`src/rtl/ps2_key_pkg.sv`:
```
// Shared scancode constants and decoder state type for the PS/2 key decoder.
// Optional KEY_REPEAT_FILTER_EN behaviour lives in ps2_key_decoder.sv.
package ps2_key_pkg;

    localparam logic [7:0] SC_BREAK   = 8'hF0;
    localparam logic [7:0] SC_EXT     = 8'hE0;
    localparam logic [7:0] SC_LSHIFT  = 8'h12;
    localparam logic [7:0] SC_RSHIFT  = 8'h59;
    localparam logic [7:0] SC_CAPS    = 8'h58;
    localparam logic [7:0] SC_ENTER   = 8'h5A;
    localparam logic [7:0] SC_BKSP    = 8'h66;
    localparam logic [7:0] SC_SPACE   = 8'h29;

    localparam logic [7:0] ASCII_NONE = 8'h00;

    typedef enum logic [1:0] {
        IDLE      = 2'd0,
        BREAK     = 2'd1,
        EXT       = 2'd2,
        EXT_BREAK = 2'd3
    } ps2_state_e;

endpackage

```
`src/rtl/ps2_key_decoder_ascii_map.sv`:
```
// Combinational PS/2 set-2 make code to ASCII table (US layout).
// Returns ASCII_NONE for codes that produce no character.
module ps2_ascii_map
    import ps2_key_pkg::*;
(
    input  logic [7:0] scancode,
    input  logic       shift,
    input  logic       caps,
    output logic [7:0] ascii
);

    logic [7:0] letter;
    logic [7:0] plain;
    logic [7:0] shifted;

    // Letters carry their lowercase form; everything else carries both forms.
    always_comb begin
        letter  = ASCII_NONE;
        plain   = ASCII_NONE;
        shifted = ASCII_NONE;
        case (scancode)
            8'h1C: letter = 8'h61;
            8'h32: letter = 8'h62;
            8'h21: letter = 8'h63;
            8'h23: letter = 8'h64;
            8'h24: letter = 8'h65;
            8'h2B: letter = 8'h66;
            8'h34: letter = 8'h67;
            8'h33: letter = 8'h68;
            8'h43: letter = 8'h69;
            8'h3B: letter = 8'h6A;
            8'h42: letter = 8'h6B;
            8'h4B: letter = 8'h6C;
            8'h3A: letter = 8'h6D;
            8'h31: letter = 8'h6E;
            8'h44: letter = 8'h6F;
            8'h4D: letter = 8'h70;
            8'h15: letter = 8'h71;
            8'h2D: letter = 8'h72;
            8'h1B: letter = 8'h73;
            8'h2C: letter = 8'h74;
            8'h3C: letter = 8'h75;
            8'h2A: letter = 8'h76;
            8'h1D: letter = 8'h77;
            8'h22: letter = 8'h78;
            8'h35: letter = 8'h79;
            8'h1A: letter = 8'h7A;
            8'h45: begin plain = 8'h30; shifted = 8'h29; end
            8'h16: begin plain = 8'h31; shifted = 8'h21; end
            8'h1E: begin plain = 8'h32; shifted = 8'h40; end
            8'h26: begin plain = 8'h33; shifted = 8'h23; end
            8'h25: begin plain = 8'h34; shifted = 8'h24; end
            8'h2E: begin plain = 8'h35; shifted = 8'h25; end
            8'h36: begin plain = 8'h36; shifted = 8'h5E; end
            8'h3D: begin plain = 8'h37; shifted = 8'h26; end
            8'h3E: begin plain = 8'h38; shifted = 8'h2A; end
            8'h46: begin plain = 8'h39; shifted = 8'h28; end
            8'h0E: begin plain = 8'h60; shifted = 8'h7E; end
            8'h4E: begin plain = 8'h2D; shifted = 8'h5F; end
            8'h55: begin plain = 8'h3D; shifted = 8'h2B; end
            8'h54: begin plain = 8'h5B; shifted = 8'h7B; end
            8'h5B: begin plain = 8'h5D; shifted = 8'h7D; end
            8'h5D: begin plain = 8'h5C; shifted = 8'h7C; end
            8'h4C: begin plain = 8'h3B; shifted = 8'h3A; end
            8'h52: begin plain = 8'h27; shifted = 8'h22; end
            8'h41: begin plain = 8'h2C; shifted = 8'h3C; end
            8'h49: begin plain = 8'h2E; shifted = 8'h3E; end
            8'h4A: begin plain = 8'h2F; shifted = 8'h3F; end
            SC_SPACE: begin plain = 8'h20; shifted = 8'h20; end
            SC_ENTER: begin plain = 8'h0D; shifted = 8'h0D; end
            SC_BKSP:  begin plain = 8'h08; shifted = 8'h08; end
            default: ;
        endcase
    end

    // Caps-lock only affects letters; shift XOR caps selects uppercase.
    always_comb begin
        ascii = ASCII_NONE;
        if (letter != ASCII_NONE) begin
            ascii = (shift ^ caps) ? (letter - 8'h20) : letter;
        end else begin
            ascii = shift ? shifted : plain;
        end
    end

endmodule

```
`src/rtl/ps2_key_decoder.sv`:
```
// PS/2 set-2 scancode decoder: prefix FSM, modifier tracking and ASCII FIFO.
// Define KEY_REPEAT_FILTER_EN to drop typematic repeats of the last pushed key.
module ps2_key_decoder
    import ps2_key_pkg::*;
#(
    parameter int FIFO_DEPTH = 8,
    parameter int CNT_W      = $clog2(FIFO_DEPTH) + 1
) (
    input  logic             clk,
    input  logic             reset,
    input  logic [7:0]       rx_data,
    input  logic             read_data,
    input  logic             err,
    output logic [7:0]       ascii_out,
    output logic             ascii_valid,
    input  logic             ascii_ready,
    output logic             shift_held,
    output logic             caps_lock,
    output logic [CNT_W-1:0] fifo_count,
    output logic             overflow,
    input  logic             clear_overflow,
    output ps2_state_e       dbg_state
);

    localparam int PTR_W = $clog2(FIFO_DEPTH);

    // Handshake: a character transfers on every cycle where ascii_valid and
    // ascii_ready are both high; ascii_out holds the head until that happens.

    ps2_state_e       state_q, state_d;
    logic             lshift_q, lshift_d;
    logic             rshift_q, rshift_d;
    logic             caps_q, caps_d;
    logic [7:0]       head_q, head_d;
    logic [PTR_W-1:0] wr_ptr_q, wr_ptr_d;
    logic [PTR_W-1:0] rd_ptr_q, rd_ptr_d;
    logic [CNT_W-1:0] count_q, count_d;
    logic             overflow_q, overflow_d;
    logic [7:0]       mem_q [FIFO_DEPTH];

    logic [7:0]       map_ascii;
    logic             push_req;
    logic             push;
    logic             pop;
    logic             full;
    logic             ovf_set;
    logic [PTR_W-1:0] rd_next;

`ifdef KEY_REPEAT_FILTER_EN
    logic [7:0]       last_make_q, last_make_d;
`endif

    ps2_ascii_map u_map (
        .scancode (rx_data),
        .shift    (lshift_q | rshift_q),
        .caps     (caps_q),
        .ascii    (map_ascii)
    );

    always_comb begin
        state_d  = state_q;
        lshift_d = lshift_q;
        rshift_d = rshift_q;
        caps_d   = caps_q;
        push_req = 1'b0;
`ifdef KEY_REPEAT_FILTER_EN
        last_make_d = last_make_q;
`endif
        if (read_data && err) begin
            state_d = IDLE;
        end else if (read_data) begin
            case (state_q)
                IDLE: begin
                    if (rx_data == SC_BREAK) begin
                        state_d = BREAK;
                    end else if (rx_data == SC_EXT) begin
                        state_d = EXT;
                    end else if (rx_data == SC_LSHIFT) begin
                        lshift_d = 1'b1;
                    end else if (rx_data == SC_RSHIFT) begin
                        rshift_d = 1'b1;
                    end else if (rx_data == SC_CAPS) begin
                        caps_d = ~caps_q;
                    end else if (map_ascii != ASCII_NONE) begin
`ifdef KEY_REPEAT_FILTER_EN
                        if (rx_data != last_make_q) begin
                            push_req    = 1'b1;
                            last_make_d = rx_data;
                        end
`else
                        push_req = 1'b1;
`endif
                    end
                end
                BREAK: begin
                    if (rx_data == SC_LSHIFT) lshift_d = 1'b0;
                    if (rx_data == SC_RSHIFT) rshift_d = 1'b0;
`ifdef KEY_REPEAT_FILTER_EN
                    if (rx_data == last_make_q) last_make_d = ASCII_NONE;
`endif
                    state_d = IDLE;
                end
                // Extended keys (arrows, fake shifts) never produce characters.
                EXT: begin
                    state_d = (rx_data == SC_BREAK) ? EXT_BREAK : IDLE;
                end
                EXT_BREAK: begin
`ifdef KEY_REPEAT_FILTER_EN
                    if (rx_data == last_make_q) last_make_d = ASCII_NONE;
`endif
                    state_d = IDLE;
                end
                default: state_d = IDLE;
            endcase
        end
    end

    assign full    = (count_q == CNT_W'(FIFO_DEPTH));
    assign pop     = (count_q != '0) && ascii_ready;
    assign push    = push_req && (!full || pop);
    assign ovf_set = push_req && full && !pop;
    assign rd_next = rd_ptr_q + PTR_W'(1);

    // The head register tracks the entry at rd_ptr, including a write that
    // lands in an empty FIFO or refills it as the last entry leaves.
    always_comb begin
        wr_ptr_d   = push ? (wr_ptr_q + PTR_W'(1)) : wr_ptr_q;
        rd_ptr_d   = pop ? rd_next : rd_ptr_q;
        count_d    = count_q;
        head_d     = head_q;
        overflow_d = clear_overflow ? 1'b0 : (overflow_q | ovf_set);
        case ({push, pop})
            2'b10:   count_d = count_q + CNT_W'(1);
            2'b01:   count_d = count_q - CNT_W'(1);
            default: count_d = count_q;
        endcase
        if (pop) begin
            if (count_q > CNT_W'(1)) begin
                head_d = mem_q[rd_next];
            end else if (push) begin
                head_d = map_ascii;
            end else begin
                head_d = ASCII_NONE;
            end
        end else if (push && (count_q == '0)) begin
            head_d = map_ascii;
        end
    end

    always_ff @(posedge clk or negedge reset) begin
        if (!reset) begin
            state_q    <= IDLE;
            lshift_q   <= 1'b0;
            rshift_q   <= 1'b0;
            caps_q     <= 1'b0;
            head_q     <= ASCII_NONE;
            wr_ptr_q   <= '0;
            rd_ptr_q   <= '0;
            count_q    <= '0;
            overflow_q <= 1'b0;
        end else begin
            state_q    <= state_d;
            lshift_q   <= lshift_d;
            rshift_q   <= rshift_d;
            caps_q     <= caps_d;
            head_q     <= head_d;
            wr_ptr_q   <= wr_ptr_d;
            rd_ptr_q   <= rd_ptr_d;
            count_q    <= count_d;
            overflow_q <= overflow_d;
        end
    end

`ifdef KEY_REPEAT_FILTER_EN
    always_ff @(posedge clk or negedge reset) begin
        if (!reset) begin
            last_make_q <= ASCII_NONE;
        end else begin
            last_make_q <= last_make_d;
        end
    end
`endif

    // Storage needs no reset: entries are only read once count covers them.
    always_ff @(posedge clk) begin
        if (push) begin
            mem_q[wr_ptr_q] <= map_ascii;
        end
    end

    assign ascii_out   = head_q;
    assign ascii_valid = (count_q != '0);
    assign shift_held  = lshift_q | rshift_q;
    assign caps_lock   = caps_q;
    assign fifo_count  = count_q;
    assign overflow    = overflow_q;
    assign dbg_state   = state_q;

endmodule
```
`config.mk`:
```
export PLATFORM = sky130hd
export DESIGN_NAME = ps2_key_decoder
export DESIGN_NICKNAME = d
export VERILOG_FILES = /design/src/rtl/ps2_key_pkg.sv /design/src/rtl/ps2_key_decoder_ascii_map.sv /design/src/rtl/ps2_key_decoder.sv
export SDC_FILE = /design/constraint.sdc
export NUM_CORES = 1
export LEC_CHECK = 0
export CORE_AREA = 2 2 120 122
export CTS_CLUSTER_SIZE = 30
export DETAILED_ROUTE_END_ITERATION = 16
export DIE_AREA = 0 0 122 124
export GPL_TIMING_DRIVEN = 1
export PLACE_DENSITY = 0.65
export SLEW_MARGIN = 20
export SYNTH_ARGS = -nofsm -noshare
export SYNTH_HDL_FRONTEND = slang
export SYNTH_SLANG_ARGS = --single-unit
```
`constraint.sdc`:
```
create_clock -name clk -period 6.5 [get_ports clk]
set_input_delay 0.65 -clock clk [delete_from_list [all_inputs] [get_ports clk]]
set_output_delay 0.65 -clock clk [all_outputs]
set_load 0.05 [all_outputs]
```
==> results.toml, run 1 <==
[clocking]
cts-htree-levels = 3
cts_tree = "built"
postCtsSetupBuffers = 0
ctsResizeCount = 0
ctsHoldBuffers = 0
cts_sinks = 88
cts_root_buf = "clkbuf_16"
clock_path_buffers = 2
cts_buffers = 9
cts.clk_slew.worst_paths_ns = 0.06
clk_latency_ns = 0.34

[worst_setup_path]
cpMaxStageDelayCell = "clkdlybuf4s50_1"
crit_family = "simple AND/OR/NAND/NOR gates"
cp_max_fo = 26
crit_chain = "clkdlybuf4s50_1, and3b_1, o211ai_1, o211ai_1, nor4_1, nor2b_1, ha_1, nand2_1, nor2_1, o211ai_2, nor3_4, a21boi_2, buf_4, nand2_2, nor4_1, buf_4"
worst_ep_arrival_time_ns = 5.19
end_kind = "flip-flop"
cp.required_ns = 6.55
start_kind = "primary input"
crit_buf_inv = 3
critPathKind = "in2reg"
max_stage_delay_ns = 0.92

[power_and_ir_drop]
vdd_drop_max_mv = 0.147
powerDensity_nw_per_um2 = 351
leakagePower_nw = 2.19

[synth]
ys_types = 79
synth_fp_nets = 495
synth_top_area_share = 0.354
synth.most_common_cell = "edfxtp_1"
yosysSeqAreaShare = 0.464
synth_top_area_cell = "edfxtp_1"
synth_fa_ha_area_frac = 0.0161
ys_ff_latch = 88
postSynth.topFlopCell = "edfxtp_1"
synth_top_family_by_area = "simple AND/OR/NAND/NOR gates"
synthMuxAreaShare = 0.0970
avgSynthCellArea_um2 = 11.5
synth_common_cells = "edfxtp_1, nor2_1, nand2_1, nand3_1, dfrtp_1"
synth_edf_count = 64
mappedNetlistArea_um2 = 5430
synthXorXnorAreaFrac = 0.0242
synth-simple-area-share = 0.214
synthCells = 474
async_reset_ff_frac = 0.273
synth_compound_area_frac = 0.128
synth_area_leaders = "edfxtp_1, dfrtp_1, mux4_2, buf_6, nor2_1"
yosys_warnings = 0

[timing]
fin_crit_ns = 5.14
setup_viol = 0
holdWs_ns = 0.287
rsz0062_at_grt = "no"
fin_skew_ns = 0.00570
finalHoldViolCount = 0
finalMaxSlewViolations = 0
min_period_over_period = 0.791
fin_tns_setup_ns = 0
max_freq_mhz = 195
worstMarginPinSlew_ns = 0.971
slew-limit-headroom = 0.351

[drt]
drtIter0Drc = 519
route.detailed.drc = 0
avgRoutedWirePerCell_um = 20.4
antenna_left = 0
wl_mm = 14.0
vias_per_cell = 5.97
vias = 4092
dr.pass1.iters = 6

[floorplanning]
core_area_um2 = 13700
dieArea_um2 = 15100
start_util = 0.396
fp.dieW_um = 122
die_h_um = 124
row_count = 43
io_pins = 32

[final_layout]
areaGrowthSynthToFinish_pct = 14.1
final_cells = 686
stdcell_area_um2 = 6200
drive_above_1_share = 0.162
insertedDiodeCount = 0
fillers = 1273
final_nets = 522
final_util = 0.452

[global_route]
top_usage_layer = "met2"
met3_usage = 0.0330
antenna_found_initial = 0
overflow = 0
grt_use_met1 = 0.251
grt_util_all_layers = 0.196
grt_pass1_vias = 4002
grt_util_met2 = 0.326
grt_pass1_wl_mm = 22.1
grt_max_degree = 27

[placement]
postPlaceCellArea_um2 = 5850
place_inst = 670
io_buffer_count = 31
dpl.hpwl_mm = 10.2
gp_congestion = 0.960

[min_path]
hp-class = "in2async"

[run_status]
outcome = "complete, no violations"

[job]
max-cap-violations = 0
-- final cells by class --
type,instances,area (um2),share of cell area
flip-flops and latches,88,2520,0.407
multi-input cells,340,2600,0.420
inverters,11,41.3,0.00666
repair buffers,51,455,0.0734
clock inverters,7,126,0.0204
clock buffers,9,225,0.0363
well taps,180,225,0.0363
-- per-layer routing --
metal  vias up  wire length [um]  share of wire
li1       1890                 -              -
met1      1984              6000           0.43
met2       189              6790           0.49
met3        29               821          0.059
met4         0               369          0.026
met5         -                 0              0
-- cells in the final DEF (no fill, tap or decap), types with 6 or more instances in the layout --
master and n:
clkbuf_16 9, nor2_1 35, mux2i_1 11, nand2_1 33
xor2_1 6, inv_1 11, ha_1 7, dfrtp_1 23
a21oi_1 18, mux4_2 16, nor3_1 10, xnor2_1 9
nor4_1 8, o2111ai_1 6, buf_4 20, clkdlybuf4s50_1 30
o211ai_1 8, nand4_1 6, nand3_1 25, nand2b_1 7
o21ai_0 20, nor2b_1 14, nor4bb_1 8, edfxtp_1 64
-- worst paths after layout --
check / start / endpoint / slack (ns) / cells past startpoint
worst max-delay path: rx_data[3] / mem_q[1][4] / 1.36 / 16
worst min register to register: ascii_out[0] / ascii_out[0] / 0.49 / 2
max in group asynchronous: reset / rd_ptr_q[0] / 5.81 / 1
worst min-delay path: reset / ascii_out[4] / 0.29 / 1
worst max register to register: rshift_q / mem_q[1][4] / 3.03 / 11
min in group clk: ascii_out[0] / ascii_out[0] / 0.49 / 2
-- per-stage QoR --
stage,power (mW),setup slack [ns]
2_1_floorplan,1.37,2.16
3_3_place_gp,1.58,1.20
3_5_place_dp,1.60,1.13
4_1_cts,2.19,1.44
5_1_grt,2.29,0.960
6_report,2.17,1.36
-- state kept, by name, summed over array words and instances (netlist names) --
| register | cells |
|---|---|
| mem_q | 64 |
| ascii_out | 8 |
| fifo_count | 4 |
| rd_ptr_q | 3 |
| wr_ptr_q | 3 |
| dbg_state | 2 |
| caps_lock | 1 |
| lshift_q | 1 |
| overflow | 1 |
| rshift_q | 1 |
-- cells by family after synthesis --
group | Yosys count
simple gates | 190
buf+inv | 46
fa+ha+maj | 7
flops | 88
compound gates | 96
mux | 32
xor+xnor | 15
-- report_power, final --
part           total, mW  switching [mW]  internal (mW)
clock              0.592           0.212          0.380
sequential         0.772           0.101          0.671
combinational      0.811           0.455          0.356
-- worst register-to-register path: stages (launching register included) --
cell and delay (ns):
dfrtp_1 0.41, nor2_2 0.40, inv_1 0.19, a21oi_1 0.27, a21oi_1 0.07, or4_1 0.85
nor3_4 0.28, a21boi_2 0.08, buf_4 0.18, nand2_2 0.22, nor4_1 0.09, buf_4 0.19
Power figures use the tool's default switching activity.
==> run 2, diff against run 1 <==
==> constraint.sdc (replaced) <==
create_clock -name clk -period 5.2 [get_ports clk]
set_input_delay 0.52 -clock clk [delete_from_list [all_inputs] [get_ports clk]]
set_output_delay 0.52 -clock clk [all_outputs]
set_load 0.05 [all_outputs]
==> run 2 against run 1 <==
Compared with the run above: core utilization is 0.57 points higher; design area is 1.3% higher; critical path depth stayed put; cell count is 2.8% higher; worst hold slack better by 0.20 ns; critical endpoint is now mem_q[5][0].
==> results.toml, run 2 (synthesized netlist as in run 1, its figures left out) <==
[timing]
setup_viol = 0
layout_setup_ws_ns = 0.732
holdWs_ns = 0.485
min_period_over_period = 0.859
max_freq_mhz = 224
rsz0062_at_grt = "no"
finalMaxSlewViolations = 0
fin_tns_setup_ns = 0
fin_skew_ns = 0.00676
fin_crit_ns = 4.47
worstMarginPinSlew_ns = 0.978
slew-limit-headroom = 0.346
finalHoldViolCount = 0

[global_route]
grt_util_all_layers = 0.189
grt_pass1_wl_mm = 21.8
overflow = 0
grt_pass1_vias = 3930
antenna_found_initial = 0
grt_max_degree = 25

[worst_setup_path]
critPathKind = "in2reg"
reg2reg_depth = 9
cp_max_fo = 13
cpMaxStageDelayCell = "clkdlybuf4s50_1"
reg2reg_from = "rshift_q"
max_stage_delay_ns = 0.80
startpoint = "rx_data[0]"
worst_ep_arrival_time_ns = 4.52
cp.required_ns = 5.26
crit_chain = "clkdlybuf4s50_1, buf_4, xnor2_1, a22oi_1, o21ai_0, nor4_1, nor2b_1, ha_1, nand2_1, nor2_1, o211ai_2, nor3_4, a21boi_2, nand2_2, nor4_1, buf_4"
start_kind = "primary input"
end_kind = "flip-flop"

[clocking]
cts_tree = "built"
postCtsSetupBuffers = 0
cts-htree-levels = 3
clk_latency_ns = 0.34
cts_buffers = 9
cts_root_buf = "clkbuf_16"
cts_sinks = 88
clock_path_buffers = 2
ctsResizeCount = 0
ctsHoldBuffers = 0
cts.clk_slew.worst_paths_ns = 0.06

[drt]
vias_per_cell = 5.92
drtIter0Drc = 459
route.detailed.drc = 0
avgRoutedWirePerCell_um = 19.6
vias = 4171
dr.pass1.iters = 5
wl_mm = 13.8
antenna_left = 0

[placement]
pre_cts_slack_ns = 0.463
dpl.hpwl_mm = 9.99
postPlaceCellArea_um2 = 6000
io_buffer_count = 31
gp_congestion = 0.926

[power_and_ir_drop]
vdd_drop_max_mv = 0.197
powerDensity_nw_per_um2 = 410
leakagePower_nw = 2.26
total_power_mw = 2.57

[final_layout]
insertedDiodeCount = 0
most-common-layout-cells = "edfxtp_1, buf_4, nor2_1, nand2_1, clkdlybuf4s50_1"
final_common_cell = "edfxtp_1"
drive_above_1_share = 0.189
areaGrowthSynthToFinish_pct = 15.6
stdcell_area_um2 = 6280
largest_register_ffs = 64
top_register = "mem_q"
final_nets = 541

[run_status]
outcome = "complete, no violations"

[floorplanning]
dieArea_um2 = 15100
start_util = 0.396
fp.dieW_um = 122
io_pins = 32
die_h_um = 124
row_count = 43
core_area_um2 = 13700

[job]
max-cap-violations = 0

[min_path]
hp-class = "reg2reg"
min_from = "ascii_out[0]"
holdPathStages = 2
-- run 2: changes by cell type in the layout (fill, tap and decap cells not counted), sizes merged --
cell,change
clkinvlp,-1
clkinv,+2
clkbuf,+2
buf,+18
clkdlybuf4s50,+1
bufinv,-3
-- run 2: critical path: cells and delay by family --
family | cells | cell delay, ns
fa+ha+maj | 1 | 0.30
simple gates | 7 | 1.45
compound gates | 4 | 0.82
xor+xnor | 1 | 0.10
buf+inv | 3 | 1.32
-- run 2: path summary, 6_finish.rpt --
check,endpoint,slack (ns)
max reg2reg,ascii_out[5],1.95
min reg2reg,ascii_out[0],0.48
min in group asynchronous,ascii_out[3],0.55
max,mem_q[5][0],0.73
min,ascii_out[0],0.48
max in group asynchronous,rd_ptr_q[0],4.37
-- run 2: where the power goes --
| part | internal, mW | switching, mW |
|---|---|---|
| logic | 0.453 | 0.556 |
| clock network | 0.341 | 0.266 |
| registers | 0.839 | 0.119 |
-- run 2: area by class of cell --
type,instances,area [um2]
clock buffer,11,243
clock inverter,5,40.0
fill,1229,7440
inverter,11,41.3
multi-input combinational,340,2600
sequential,88,2520
tap,180,225
timing repair buffer,70,603
-- run 2: through the flow --
step	instances	util
6_report	705	0.458
4_1_cts	705	0.458
5_1_grt	705	0.458
2_1_floorplan	474	-
3_3_place_gp	689	0.437
3_5_place_dp	689	0.437
-- run 2: layer usage --
metal	up-vias	share of wire	global-route usage
li1	1924	-	-
met1	2027	0.43	0.250
met2	196	0.49	0.318
met3	24	0.065	0.0252
met4	0	0.021	0.0733
met5	-	0	0
==> run 3, diff against run 2 <==
--- a/config.mk
+++ b/config.mk
@@ -5,6 +5,7 @@
 export SDC_FILE = /design/constraint.sdc
 export NUM_CORES = 1
 export LEC_CHECK = 0
+export CAP_MARGIN = 20
 export CORE_AREA = 2 2 120 122
 export CTS_CLUSTER_SIZE = 30
 export DETAILED_ROUTE_END_ITERATION = 16
==> results of run 3 <==
Final layout, timing and power as in run 2 (identical DEF).
